File: src/rtl/sap_1_microsequencer.sv
// sap_1_microsequencer
//
// Control sequencer for the SAP-1 family. It sits between the instruction
// register and the control ROM. Every cycle it supplies the control-ROM
// address (upc). It reads back the end-of-instruction and halt flags of the
// current microword. A run-time writable table maps each opcode to the start
// address of its microroutine.
//
// Ports
//   clock        system clock, all state on the rising edge
//   reset        asynchronous, active-high reset
//   run          start from IDLE or resume from HALT
//   map_we       mapping-table write strobe
//   map_waddr    opcode entry to write
//   map_wdata    microroutine start address (a write also marks the entry valid)
//   opcode       instruction-register opcode field
//   uinstr_last  current microword ends its instruction
//   uinstr_halt  current microword is HLT
//   upc          registered control-ROM address
//   t_state      cycle index within the current instruction (saturating)
//   fetch        high while fetching
//   halted       high while halted
//   illegal      sticky flag: an unmapped opcode was dispatched
//
// state | meaning
// IDLE  | after reset, upc parked at 0, waiting for run
// FETCH | shared fetch routine, FETCH_LEN cycles, dispatch on the last one
// EXEC  | stepping through the opcode's microroutine
// HALT  | stopped by HLT or an illegal opcode, waiting for run

module sap_1_microsequencer #(
    parameter int OPCODE_WIDTH = 4,
    parameter int UADDR_WIDTH  = 6,
    parameter int FETCH_BASE   = 0,
    parameter int FETCH_LEN    = 3,
    parameter int T_WIDTH      = 3
) (
    input  logic                    clock,
    input  logic                    reset,
    input  logic                    run,
    input  logic                    map_we,
    input  logic [OPCODE_WIDTH-1:0] map_waddr,
    input  logic [UADDR_WIDTH-1:0]  map_wdata,
    input  logic [OPCODE_WIDTH-1:0] opcode,
    input  logic                    uinstr_last,
    input  logic                    uinstr_halt,
    output logic [UADDR_WIDTH-1:0]  upc,
    output logic [T_WIDTH-1:0]      t_state,
    output logic                    fetch,
    output logic                    halted,
    output logic                    illegal
);

    localparam int MAP_DEPTH = 2 ** OPCODE_WIDTH;

    localparam logic [1:0] ST_IDLE  = 2'd0;
    localparam logic [1:0] ST_FETCH = 2'd1;
    localparam logic [1:0] ST_EXEC  = 2'd2;
    localparam logic [1:0] ST_HALT  = 2'd3;

    localparam logic [UADDR_WIDTH-1:0] FETCH_FIRST = UADDR_WIDTH'(FETCH_BASE);
    // The fetch routine runs on consecutive addresses, so its final address
    // identifies the dispatch cycle without a separate counter.
    localparam logic [UADDR_WIDTH-1:0] FETCH_FINAL = UADDR_WIDTH'(FETCH_BASE + FETCH_LEN - 1);
    localparam logic [UADDR_WIDTH-1:0] UPC_ONE     = UADDR_WIDTH'(1);
    localparam logic [T_WIDTH-1:0]     T_ONE       = T_WIDTH'(1);
    localparam logic [T_WIDTH-1:0]     T_MAX       = '1;

    logic [1:0]             state_q, state_d;
    logic [UADDR_WIDTH-1:0] upc_q, upc_d;
    logic [T_WIDTH-1:0]     t_q, t_d;
    logic                   illegal_q, illegal_d;

    logic [UADDR_WIDTH-1:0] map_addr_q [MAP_DEPTH];
    logic [UADDR_WIDTH-1:0] map_addr_d [MAP_DEPTH];
    logic [MAP_DEPTH-1:0]   map_vld_q, map_vld_d;

    logic                   entry_vld;
    logic [UADDR_WIDTH-1:0] entry_addr;
    logic [T_WIDTH-1:0]     t_inc;

    // The lookup reads the registered table. A write in the same cycle
    // therefore takes effect only for later dispatches.
    assign entry_vld  = map_vld_q[opcode];
    assign entry_addr = map_addr_q[opcode];

    assign t_inc = (t_q == T_MAX) ? t_q : t_q + T_ONE;

    always_comb begin
        state_d   = state_q;
        upc_d     = upc_q;
        t_d       = t_q;
        illegal_d = illegal_q;

        case (state_q)
            ST_IDLE: begin
                upc_d = '0;
                if (run) begin
                    state_d = ST_FETCH;
                    upc_d   = FETCH_FIRST;
                    t_d     = '0;
                end
            end

            ST_FETCH: begin
                if (upc_q == FETCH_FINAL) begin
                    if (entry_vld) begin
                        state_d = ST_EXEC;
                        upc_d   = entry_addr;
                        t_d     = t_inc;
                    end else begin
                        // upc and t_state freeze on the cycle that failed dispatch.
                        state_d   = ST_HALT;
                        illegal_d = 1'b1;
                    end
                end else begin
                    upc_d = upc_q + UPC_ONE;
                    t_d   = t_inc;
                end
            end

            ST_EXEC: begin
                if (uinstr_halt) begin
                    state_d = ST_HALT;
                end else if (uinstr_last) begin
                    state_d = ST_FETCH;
                    upc_d   = FETCH_FIRST;
                    t_d     = '0;
                end else begin
                    upc_d = upc_q + UPC_ONE;
                    t_d   = t_inc;
                end
            end

            ST_HALT: begin
                if (run) begin
                    state_d   = ST_FETCH;
                    upc_d     = FETCH_FIRST;
                    t_d       = '0;
                    illegal_d = 1'b0;
                end
            end

            default: begin
                state_d = ST_IDLE;
                upc_d   = '0;
                t_d     = '0;
            end
        endcase
    end

    always_comb begin
        map_addr_d = map_addr_q;
        map_vld_d  = map_vld_q;
        if (map_we) begin
            map_addr_d[map_waddr] = map_wdata;
            map_vld_d[map_waddr]  = 1'b1;
        end
    end

    always_ff @(posedge clock or posedge reset) begin
        if (reset) begin
            state_q    <= ST_IDLE;
            upc_q      <= '0;
            t_q        <= '0;
            illegal_q  <= 1'b0;
            map_addr_q <= '{default: '0};
            map_vld_q  <= '0;
        end else begin
            state_q    <= state_d;
            upc_q      <= upc_d;
            t_q        <= t_d;
            illegal_q  <= illegal_d;
            map_addr_q <= map_addr_d;
            map_vld_q  <= map_vld_d;
        end
    end

    assign upc     = upc_q;
    assign t_state = t_q;
    assign fetch   = (state_q == ST_FETCH);
    assign halted  = (state_q == ST_HALT);
    assign illegal = illegal_q;

endmodule

File: config.mk
export PLATFORM = sky130hd
export DESIGN_NAME = sap_1_microsequencer
export DESIGN_NICKNAME = d
export VERILOG_FILES = /design/src/rtl/sap_1_microsequencer.sv
export SDC_FILE = /design/constraint.sdc
export NUM_CORES = 1
export LEC_CHECK = 0
export ABC_CLOCK_PERIOD_IN_PS = 7400
export CORE_MARGIN = 2
export CORE_UTILIZATION = 61
export CTS_BUF_LIST = sky130_fd_sc_hd__clkbuf_8 sky130_fd_sc_hd__clkbuf_16
export DETAILED_ROUTE_END_ITERATION = 12
export PLACE_DENSITY = 0.85
export SLEW_MARGIN = 20
export SYNTH_ARGS = -nofsm -noshare
export SYNTH_HDL_FRONTEND = slang
export SYNTH_SLANG_ARGS = --single-unit
File: constraint.sdc
create_clock -name clock -period 7.4 [get_ports clock]
set_clock_uncertainty 0.15 [all_clocks]
set_input_delay 0.74 -clock clock [delete_from_list [all_inputs] [get_ports clock]]
set_output_delay 0.74 -clock clock [all_outputs]
set_load 0.01 [all_outputs]
==> run metrics, run 1 <==
DRC marker count from the first detailed-route iteration approximately 220; GR Util met3 5.56%; number of maximum-capacitance constraint violations 0; # hold bufs at CTS 0; status finished clean; startpoint type of the worst setup path input pin; most used cells in the layout excluding fill and tap cells 124 x dfrtp_1, 97 x mux2_2, 31 x clkdlybuf4s50_1, 26 x mux4_2, 18 x nor2_1; cell area after technology mapping around 6000 um^2; die height between 100 and 150 um; Pre-antenna DRT Iters 7; final period demand of the worst path between 3 and 4 ns; maximum net fanout on the critical path 20; slowest cell on the critical path clkdlybuf4s50_1; total nets after synthesis 451; cells along the critical path clkdlybuf4s50_1 > mux4_2 > a22o_1 > o31ai_4 > a21oi_1 > o22ai_1; Final TNS setup 0 ns; multiplexer fraction of the synthesized cell area between 30% and 40%; fmax 317 MHz; starting utilization of the core area 61.9%; vias per cell slightly above 6; Worst-path clk slew approximately 0.060 ns; adder-cell share of the synthesized area 1.47%; hold worst-path end map_vld_q[0]$_DFFE_PP0P_; Mean Syn Cell Area 14.0 um^2; leakage dissipation 0.00295 uW; total global routing track utilization 27.4%; proportion of synthesized flip-flops having asynchronous set or reset 100%; CTS tree done; worst rel slew slack 27.9%; port buffer count 31; final slew viol count 0; number of library cell types mapped by synthesis 45; area overhead of the layout relative to synthesis 17.8%; main combinational cell family by area after synthesis multiplexers; first-pass GRT wire length approximately 21000 um; unrepaired setup endpoints after global routing false; number of nets with antenna violations after routing 0; largest net degree at the start of global routing a little under 80; reg-to-reg endpoint upc[5]$_DFFE_PP0P_; worst hold path class register to register; met2 Resource Use GR 45.1%; worst hold stages 1; Register-to-Register Path Depth 7; top cells by area in the synthesized netlist dfrtp_1 52%, mux2_2 18%, mux4_2 9.9%; slowest cell delay on critical path 1.18 ns; I/O pin count 32; origin of the worst min-delay path map_vld_q[0]$_DFFE_PP0P_; cell count after placement 570; number of setup violations in the final report 0; total setup buffers inserted after CTS 0; most used routing layer met2; fraction of final layout cells sized beyond drive strength 1 a little under two fifths; number of enable flip-flop cells after synthesis 0; filler-free cell count of the finished design 602; Ant. Diodes 0; part of the Yosys area used for sequential elements between 50% and 60%; parity-gate share of the synthesized area counting xor and xnor cells 0%; Critical Setup Path Class input pin to register; final net count 483; clock insertion delay at the later pin of the skew report 0.51 ns; H-tree Lvls 4; per-cell routed wire length 21.9 um; WL final roughly 13000 um; Pwr Density 336 nW/um^2; number of global-route vias before repair 3921; Post-Synthesis Cells 424; Clock Sink Count 124; initial antenna violation count 0; most common library cell in the layout ignoring fill and taps dfrtp_1; GP Congestion ~0.86; final hold violations 0; Remaining Overflow, GRT 0; flip-flop and latch count after synthesis between 100 and 150; startpoint of the worst register-to-register path upc[0]$_DFFE_PP0P_; x dimension of the die 103 um; endpoint type of the worst setup path register; post-synthesis cell type with the largest combined area dfrtp_1; proportion of netlist area held by the largest area contributor 52.2%; transition at the pin with the smallest max-transition slack 1.08 ns; post-CTS sizing 0; yosys warns 0; share of the synthesized area in compound gates (AO/OA/AOI/OAI) 4.53%; Critical Path RT 7.68 ns; worst reg-to-reg setup slack 4.88 ns; global-route track usage on met1 about 37%; Core ar. ~9600 um^2; post-synthesis simple-gate area fraction 8.66%; area of the die 10500 um^2; remaining routing DRC violations 0; clock buffer count from CTS 17; most used flip-flop cell after synthesis dfrtp_1; total via count in the routed design 3678; count of standard-cell rows 36; maximum vdd drop 0.207 mV; Worst Setup SP opcode[3]; final HPWL from detailed placement just over 8000 um; share of the clock period used by the worst path 42.6%; crit path DAT ~3.4 ns; Root Buffer clkbuf_8; maximum clock path buffer count 2
cells by family after synthesis:
| group | after synthesis |
|---|---|
| adder cells (fa/ha/maj) | 7 |
| AO/OA/AOI/OAI | 34 |
| flip-flops | 124 |
| AND/OR/NAND/NOR | 87 |
| multiplexers | 136 |
| buffers and inverters | 36 |
critical path, delay by kind of cell:
family / cells / cell delay [ns]
buf+inv: 1 / 1.18
compound gates: 4 / 1.04
mux: 1 / 0.46
metrics by stage:
step / util (%) / hold WS, ns / cell area, um^2 / setup slack (ns) / total power, uW
2_1_floorplan: - / 0.279 / 5940 / 3.21 / 1300
3_3_place_gp: 66.1 / 0.296 / 6340 / 3.81 / 1410
3_5_place_dp: 66.1 / 0.298 / 6340 / 3.75 / 1450
4_1_cts: 73.0 / 0.312 / 7000 / 4.28 / 2360
5_1_grt: 73.0 / 0.337 / 7000 / 4.11 / 2460
6_report: 73.0 / 0.312 / 7000 / 4.25 / 2350
layer usage:
layer  vias up  share of wire, %
met5         -                 0
met3        26               6.3
met1      1910                41
met2       119                51
li1       1623                 -
met4         0               1.8
Yosys cell counts, drive strengths merged (7+ instances only):
library cell / count
buf: 11
clkbuf: 11
dfrtp: 124
ha: 7
inv: 14
mux2: 97
mux2i: 13
mux4: 26
nand2: 12
nand2b: 12
nor2: 18
nor3b: 7
o21ai: 7
or2: 10
state kept, by name, summed over array words and instances (netlist names):
name and count:
state_q 2, t_state 3, map_addr_q 96, upc 6
map_vld_q 16, illegal 1
report_power, final:
group	switching [uW]	leakage, uW	internal, uW
combinational	234	0.00113	284
sequential	93.7	0.00150	836
clock	304	0.000320	602
total	631	0.00295	1720
layout make-up:
cell class | instances | area (um^2)
clock buffer | 19 | 442
timing repair buffer | 35 | 340
clock inverter | 13 | 214
sequential | 124 | 3100
inverter | 14 | 55.1
multi-input combinational | 264 | 2680
tap | 133 | 166
fill | 607 | 2590
worst max-delay path by stage:
stage | endpoint | slack (ns)
after floorplan | illegal$_DFFE_PP0P_ | 3.21
after global placement | upc[0]$_DFFE_PP0P_ | 3.81
after detailed placement | upc[0]$_DFFE_PP0P_ | 3.75
after CTS | upc[0]$_DFFE_PP0P_ | 4.28
after global routing | upc[5]$_DFFE_PP0P_ | 4.11
final | upc[5]$_DFFE_PP0P_ | 4.25
Note: power is estimated with default switching activity, not from simulation.
==> run 2, diff against run 1 <==
- ABC_CLOCK_PERIOD_IN_PS: 7400 -> 2800
- CORE_UTILIZATION: 61 -> 54
- PLACE_DENSITY: 0.85 -> 0.8
- clock period: 7.4 -> 2.8 ns (I/O delays scaled with it)
==> run 2 against run 1 <==
  * Design area is 2.6% higher
  * Register-to-register slack worse by 4.6 ns
  * Clock-buffer cell count is 2 higher
  * Worst hold slack worse by 0.31 ns
  * Largest power group unchanged
  * Highest routed layer unchanged
==> run metrics, run 2 (synthesized netlist as in run 1, its figures left out) <==
summed area of non-filler cells in the final layout about 7200 um^2; H-tree Lvls 4; final period demand of the worst path 2.53 ns; first-pass GRT wire length 21500 um; register share of total power about two fifths; Top reg by flops map_addr_q; maximum net fanout on the critical path 12; clock insertion delay at the later pin of the skew report about 0.52 ns; final slew viol count 0; cell count after placement 597; WL final 13400 um; initial antenna violation count 0; worst rel slew slack about three fifths; switching part of the total power 26.3%; remaining routing DRC violations 0; maximum vdd drop 0.514 mV; unrepaired setup endpoints after global routing false; area overhead of the layout relative to synthesis 20.9%; number of global-route vias before repair between 3k and 4k; most used cells in the layout excluding fill and tap cells 124 x dfrtp_1, 97 x mux2_2, 31 x clkdlybuf4s50_1, 26 x mux4_2, 19 x buf_4; worst hold path class input pin to async pin; leakage dissipation a little over 0.003 uW; placement-stage worst setup slack 0.0814 ns; Root Buffer clkbuf_8; port buffer count 31; total via count in the routed design 3744; starting utilization of the core area 55.0%; count of standard-cell rows 38; area of the die roughly 12000 um^2; total global routing track utilization between 20% and 30%; number of setup violations in the final report 0; crit path DAT 2.83 ns; final net count 503; startpoint type of the worst setup path register; per-cell routed wire length 21.4 um; x dimension of the die 109 um; maximum clock path buffer count 2; final HPWL from detailed placement 8880 um; Pwr Density 852 nW/um^2; CTS tree done; minimum setup slack in the final design 0.267 ns; Logic pwr share 22.8%; die height about 110 um; clock buffer count from CTS 17; post-layout total power 6120 uW; fmax 395 MHz; DRC marker count from the first detailed-route iteration 292; Critical Path RT 3.09 ns; Pre-antenna DRT Iters 5; number of maximum-capacitance constraint violations 0; largest net degree at the start of global routing 51; GP Congestion 0.803; I/O pin count 32; instance area at placement 6570 um^2; transition at the pin with the smallest max-transition slack 0.589 ns; endpoint type of the worst setup path register; vias per cell 5.96; status finished clean; share of total power in the clock network 37.1%; Critical Setup Path Class register to register; # hold bufs at CTS 0; most common library cell in the layout ignoring fill and taps dfrtp_1; total setup buffers inserted after CTS 0; Ant. Diodes 0; Clock Sink Count 124; fraction of final layout cells sized beyond drive strength 1 between 40% and 50%; final hold violations 0; flip-flop count of the largest register after layout 96; Internal 4510 uW; filler-free cell count of the finished design 628; Core ar. 10800 um^2; share of the clock period used by the worst path 90.5%; Remaining Overflow, GRT 0; Final TNS setup 0 ns; Worst-path clk slew 0.06 ns; power dissipated by switching net loads 1610 uW; post-CTS sizing 0; number of nets with antenna violations after routing 0
## run 2: worst max-delay path, cell delays in order (launching register included)
cell and delay [ns]:
dfrtp_1 0.43, inv_1 0.11, ha_1 0.15, or4b_4 0.48
or4_4 0.53, nor3b_1 0.35, a311oi_1 0.08, o22ai_1 0.16
## run 2: per-layer routing
| layer | vias up | global-route usage (%) | part of all wire [%] |
|---|---|---|---|
| li1 | 1662 | - | - |
| met1 | 1962 | 33.2 | 43 |
| met2 | 99 | 41.6 | 51 |
| met3 | 21 | 5.86 | 4.1 |
| met4 | 0 | 8.42 | 1.9 |
| met5 | - | 0 | 0 |
## run 2: power by group through the flow
stage                     Combinational, uW  Sequential, uW  Clock (uW)
after floorplan                        1020            2410           0
after detailed placement               1390            2470           0
after CTS                              1410            2450        2290
after global routing                   1540            2500        2370
final                                  1390            2450        2270
after global placement                 1330            2440           0
## run 2: final timing paths
path	startpoint	cells after the start	end	slack (ns)
worst max-delay path	upc[0]$_DFFE_PP0P_	7	upc[2]$_DFFE_PP0P_	0.27
worst min-delay path	reset	2	map_addr_q[52]$_DFFE_PP0P_	0.005
worst max register to register	upc[0]$_DFFE_PP0P_	7	upc[2]$_DFFE_PP0P_	0.27
worst min register to register	map_vld_q[10]$_DFFE_PP0P_	1	map_vld_q[10]$_DFFE_PP0P_	0.32
max in group asynchronous	reset	3	map_vld_q[11]$_DFFE_PP0P_	1.82
min in group clock	run	3	illegal$_DFFE_PP0P_	0.26
## run 2: stage by stage
| stage | hold slack [ns] | utilization, % |
|---|---|---|
| floorplan | 0.279 | - |
| global placement | 0.296 | 60.8 |
| detailed placement | 0.306 | 60.8 |
| CTS | 0.0148 | 66.5 |
| global route | 0.0475 | 66.5 |
| finish | 0.00465 | 66.5 |
## run 2: final cells by class
type	instances	area (um^2)
Clock buffer	21	469
Fill cell	767	3610
Inverter	14	56.3
Multi-Input combinational cell	264	2680
Clock inverter	10	146
Sequential cell	124	3100
Timing Repair Buffer	55	553
Tap cell	140	175
==> run 3, diff against run 2 <==
- ABC_AREA: not set -> 1
- CORE_UTILIZATION: 54 -> 35
- PLACE_DENSITY: 0.8 -> 0.57
==> run 3 against run 2 <==
  * Via count increased by 36%
  * Non-clock buffer count shrank 12
  * Register-to-register slack better by 0.67 ns
  * Clock power hardly changed
  * Utilization shrank 24 points
  * Synthesized cell count is 90% higher
  * Worst hold slack improved by 0.092 ns
==> run metrics, run 3 <==
top cells by area in the synthesized netlist dfrtp_1 50%, nand2_1 18%, o21ai_0 7.9%; final slew viol count 0; Worst Setup SP state_q[1]$_DFFE_PP0P_; Core ar. 17200 um^2; post-CTS sizing 0; per-cell routed wire length 14.6 um; most frequent cell after synthesis nand2_1; total area of multi-input combinational cells 2500 um^2; number of nets with antenna violations after routing 0; vias per cell 4.79; post-synthesis simple-gate area fraction between 20 and 30%; share of the clock period used by the worst path 76.2%; final net count 852; Post-Synthesis Cells 806; Critical Setup Path Class register to output pin; # hold bufs at CTS 0; part of the Yosys area used for sequential elements 50.3%; Top reg by flops map_addr_q; transition at the pin with the smallest max-transition slack 0.686 ns; Final TNS setup 0 ns; adder-cell share of the synthesized area 1.42%; final hold violations 0; clock insertion delay at the later pin of the skew report 0.43 ns; reg-to-reg endpoint upc[1]$_DFFE_PP0P_; leakage dissipation around 0.0035 uW; GP Congestion 0.800; CTS tree done; flip-flop count of the largest register after layout 96; total global routing track utilization 18.4%; number of global-route vias before repair 5029; most used flip-flop cell after synthesis dfrtp_1; endpoint type of the worst setup path output pin; proportion of netlist area held by the largest area contributor 50.3%; post-synthesis cell type with the largest combined area dfrtp_1; fmax 469 MHz; x dimension of the die 137 um; crit path DAT 1.70 ns; first-pass GRT wire length roughly 26000 um; die height between 100 and 150 um; maximum clock path buffer count 2; yosys warns 0; WL final 15600 um; Pre-antenna DRT Iters 4; startpoint type of the worst setup path register; parity-gate share of the synthesized area counting xor and xnor cells 0.710%; starting utilization of the core area 35.8%; worst reg-to-reg setup slack 0.94 ns; I/O pin count 32; most common library cell in the layout ignoring fill and taps nand2_1; remaining routing DRC violations 0; Remaining Overflow, GRT 0; total nets after synthesis between 800 and 900; cell area after technology mapping 6170 um^2; Pwr Density 806 nW/um^2; area overhead of the layout relative to synthesis 17.5%; Register-to-Register Path Depth 8; total of fill cells in the finished design 1798; Clock Sink Count between 100 and 150; Mean Syn Cell Area 7.65 um^2; worst hold path class input pin to async pin; DRC marker count from the first detailed-route iteration roughly 320; last element of the critical path fetch; maximum net fanout on the critical path 4; flip-flop and latch count after synthesis 124; Root Buffer clkbuf_16; final HPWL from detailed placement approximately 10000 um; worst hold-check slack 0.0971 ns; fraction of final layout cells sized beyond drive strength 1 7.16%; Ant. Diodes 0; cell count after placement 1031; unrepaired setup endpoints after global routing false; Worst-path clk slew roughly 0.060 ns; status finished clean; Critical Path RT around 2.4 ns; filler-free cell count of the finished design 1063; worst rel slew slack between 50% and 60%; area of the die 18700 um^2; number of library cell types mapped by synthesis 27; number of enable flip-flop cells after synthesis 0; H-tree Lvls 4; most used cells in the layout excluding fill and tap cells 301 x nand2_1, 124 x dfrtp_1, 97 x o21ai_0, 93 x nand3_1, 82 x inv_1; number of setup violations in the final report 0; share of the synthesized area in compound gates (AO/OA/AOI/OAI) 9.72%; final period demand of the worst path around 2.1 ns; total via count in the routed design a little over 5k; initial antenna violation count 0; startpoint of the worst register-to-register path state_q[1]$_DFFE_PP0P_; port buffer count 31; largest net degree at the start of global routing 61; clock buffer count from CTS 17; count of standard-cell rows 48; FF/Latch Area about 3100 um^2; number of maximum-capacitance constraint violations 0; top cell types by occurrence after synthesis 301 x nand2_1, 124 x dfrtp_1, 97 x o21ai_0; maximum vdd drop 0.487 mV; total setup buffers inserted after CTS 0; main combinational cell family by area after synthesis simple AND/OR/NAND/NOR gates; proportion of synthesized flip-flops having asynchronous set or reset 100%; multiplexer fraction of the synthesized cell area 0%
==> run 3: how the worst min path moves through the flow <==
stage	cells past startpoint	to	slack, ns	start
3_5_place_dp	2	map_vld_q[3]$_DFFE_PP0P_	0.29	map_vld_q[3]$_DFFE_PP0P_
5_1_grt	2	map_addr_q[49]$_DFFE_PP0P_	0.14	reset
6_report	2	map_addr_q[49]$_DFFE_PP0P_	0.1	reset
4_1_cts	2	map_addr_q[49]$_DFFE_PP0P_	0.11	reset
3_3_place_gp	2	map_vld_q[12]$_DFFE_PP0P_	0.28	map_vld_q[12]$_DFFE_PP0P_
2_1_floorplan	2	map_addr_q[10]$_DFFE_PP0P_	0.25	map_wdata[4]
==> run 3: layer usage <==
metal	vias up	global-route usage (%)	routed length [um]
met2	79	30.2	7330
li1	2585	-	-
met1	2402	23.9	7380
met4	0	6.77	295
met3	24	4.15	550
met5	-	0	0
==> run 3: kinds of logic (layout without fill, tap and decap cells) <==
logic type,Yosys count,in the layout
compound gates,116,116
xor+xnor,5,5
buf+inv,128,160
fa+ha+maj,7,7
simple gates,426,426
flops,124,124
==> run 3: layout make-up <==
class | count | share of cell area (%)
sequential | 124 | 42.8
multi-input combinational | 554 | 34.5
clock buffer | 22 | 6.82
timing repair buffer | 43 | 5.97
inverter | 85 | 4.49
tap | 225 | 3.88
clock inverter | 10 | 1.55
==> run 3: where the power goes <==
part / internal, uW / switching [uW]
combinational: 508 / 746
clock: 1420 / 823
sequential: 2140 / 205
==> run 3: metrics by stage <==
stage | setup slack, ns | utilization (%) | total power, uW | area (um^2)
floorplan | 0.845 | - | 3250 | 6170
CTS | 0.642 | 42.1 | 5890 | 7250
detailed placement | 0.437 | 38.5 | 3630 | 6640
finish | 0.666 | 42.1 | 5840 | 7250
global route | 0.588 | 42.1 | 6220 | 7250
global placement | 0.440 | 38.5 | 3620 | 6640
==> run 3: critical path: stages (launching register included) <==
cell	delay, ns
dfrtp_1	0.40
inv_1	0.11
ha_1	0.21
clkdlybuf4s50_1	0.56
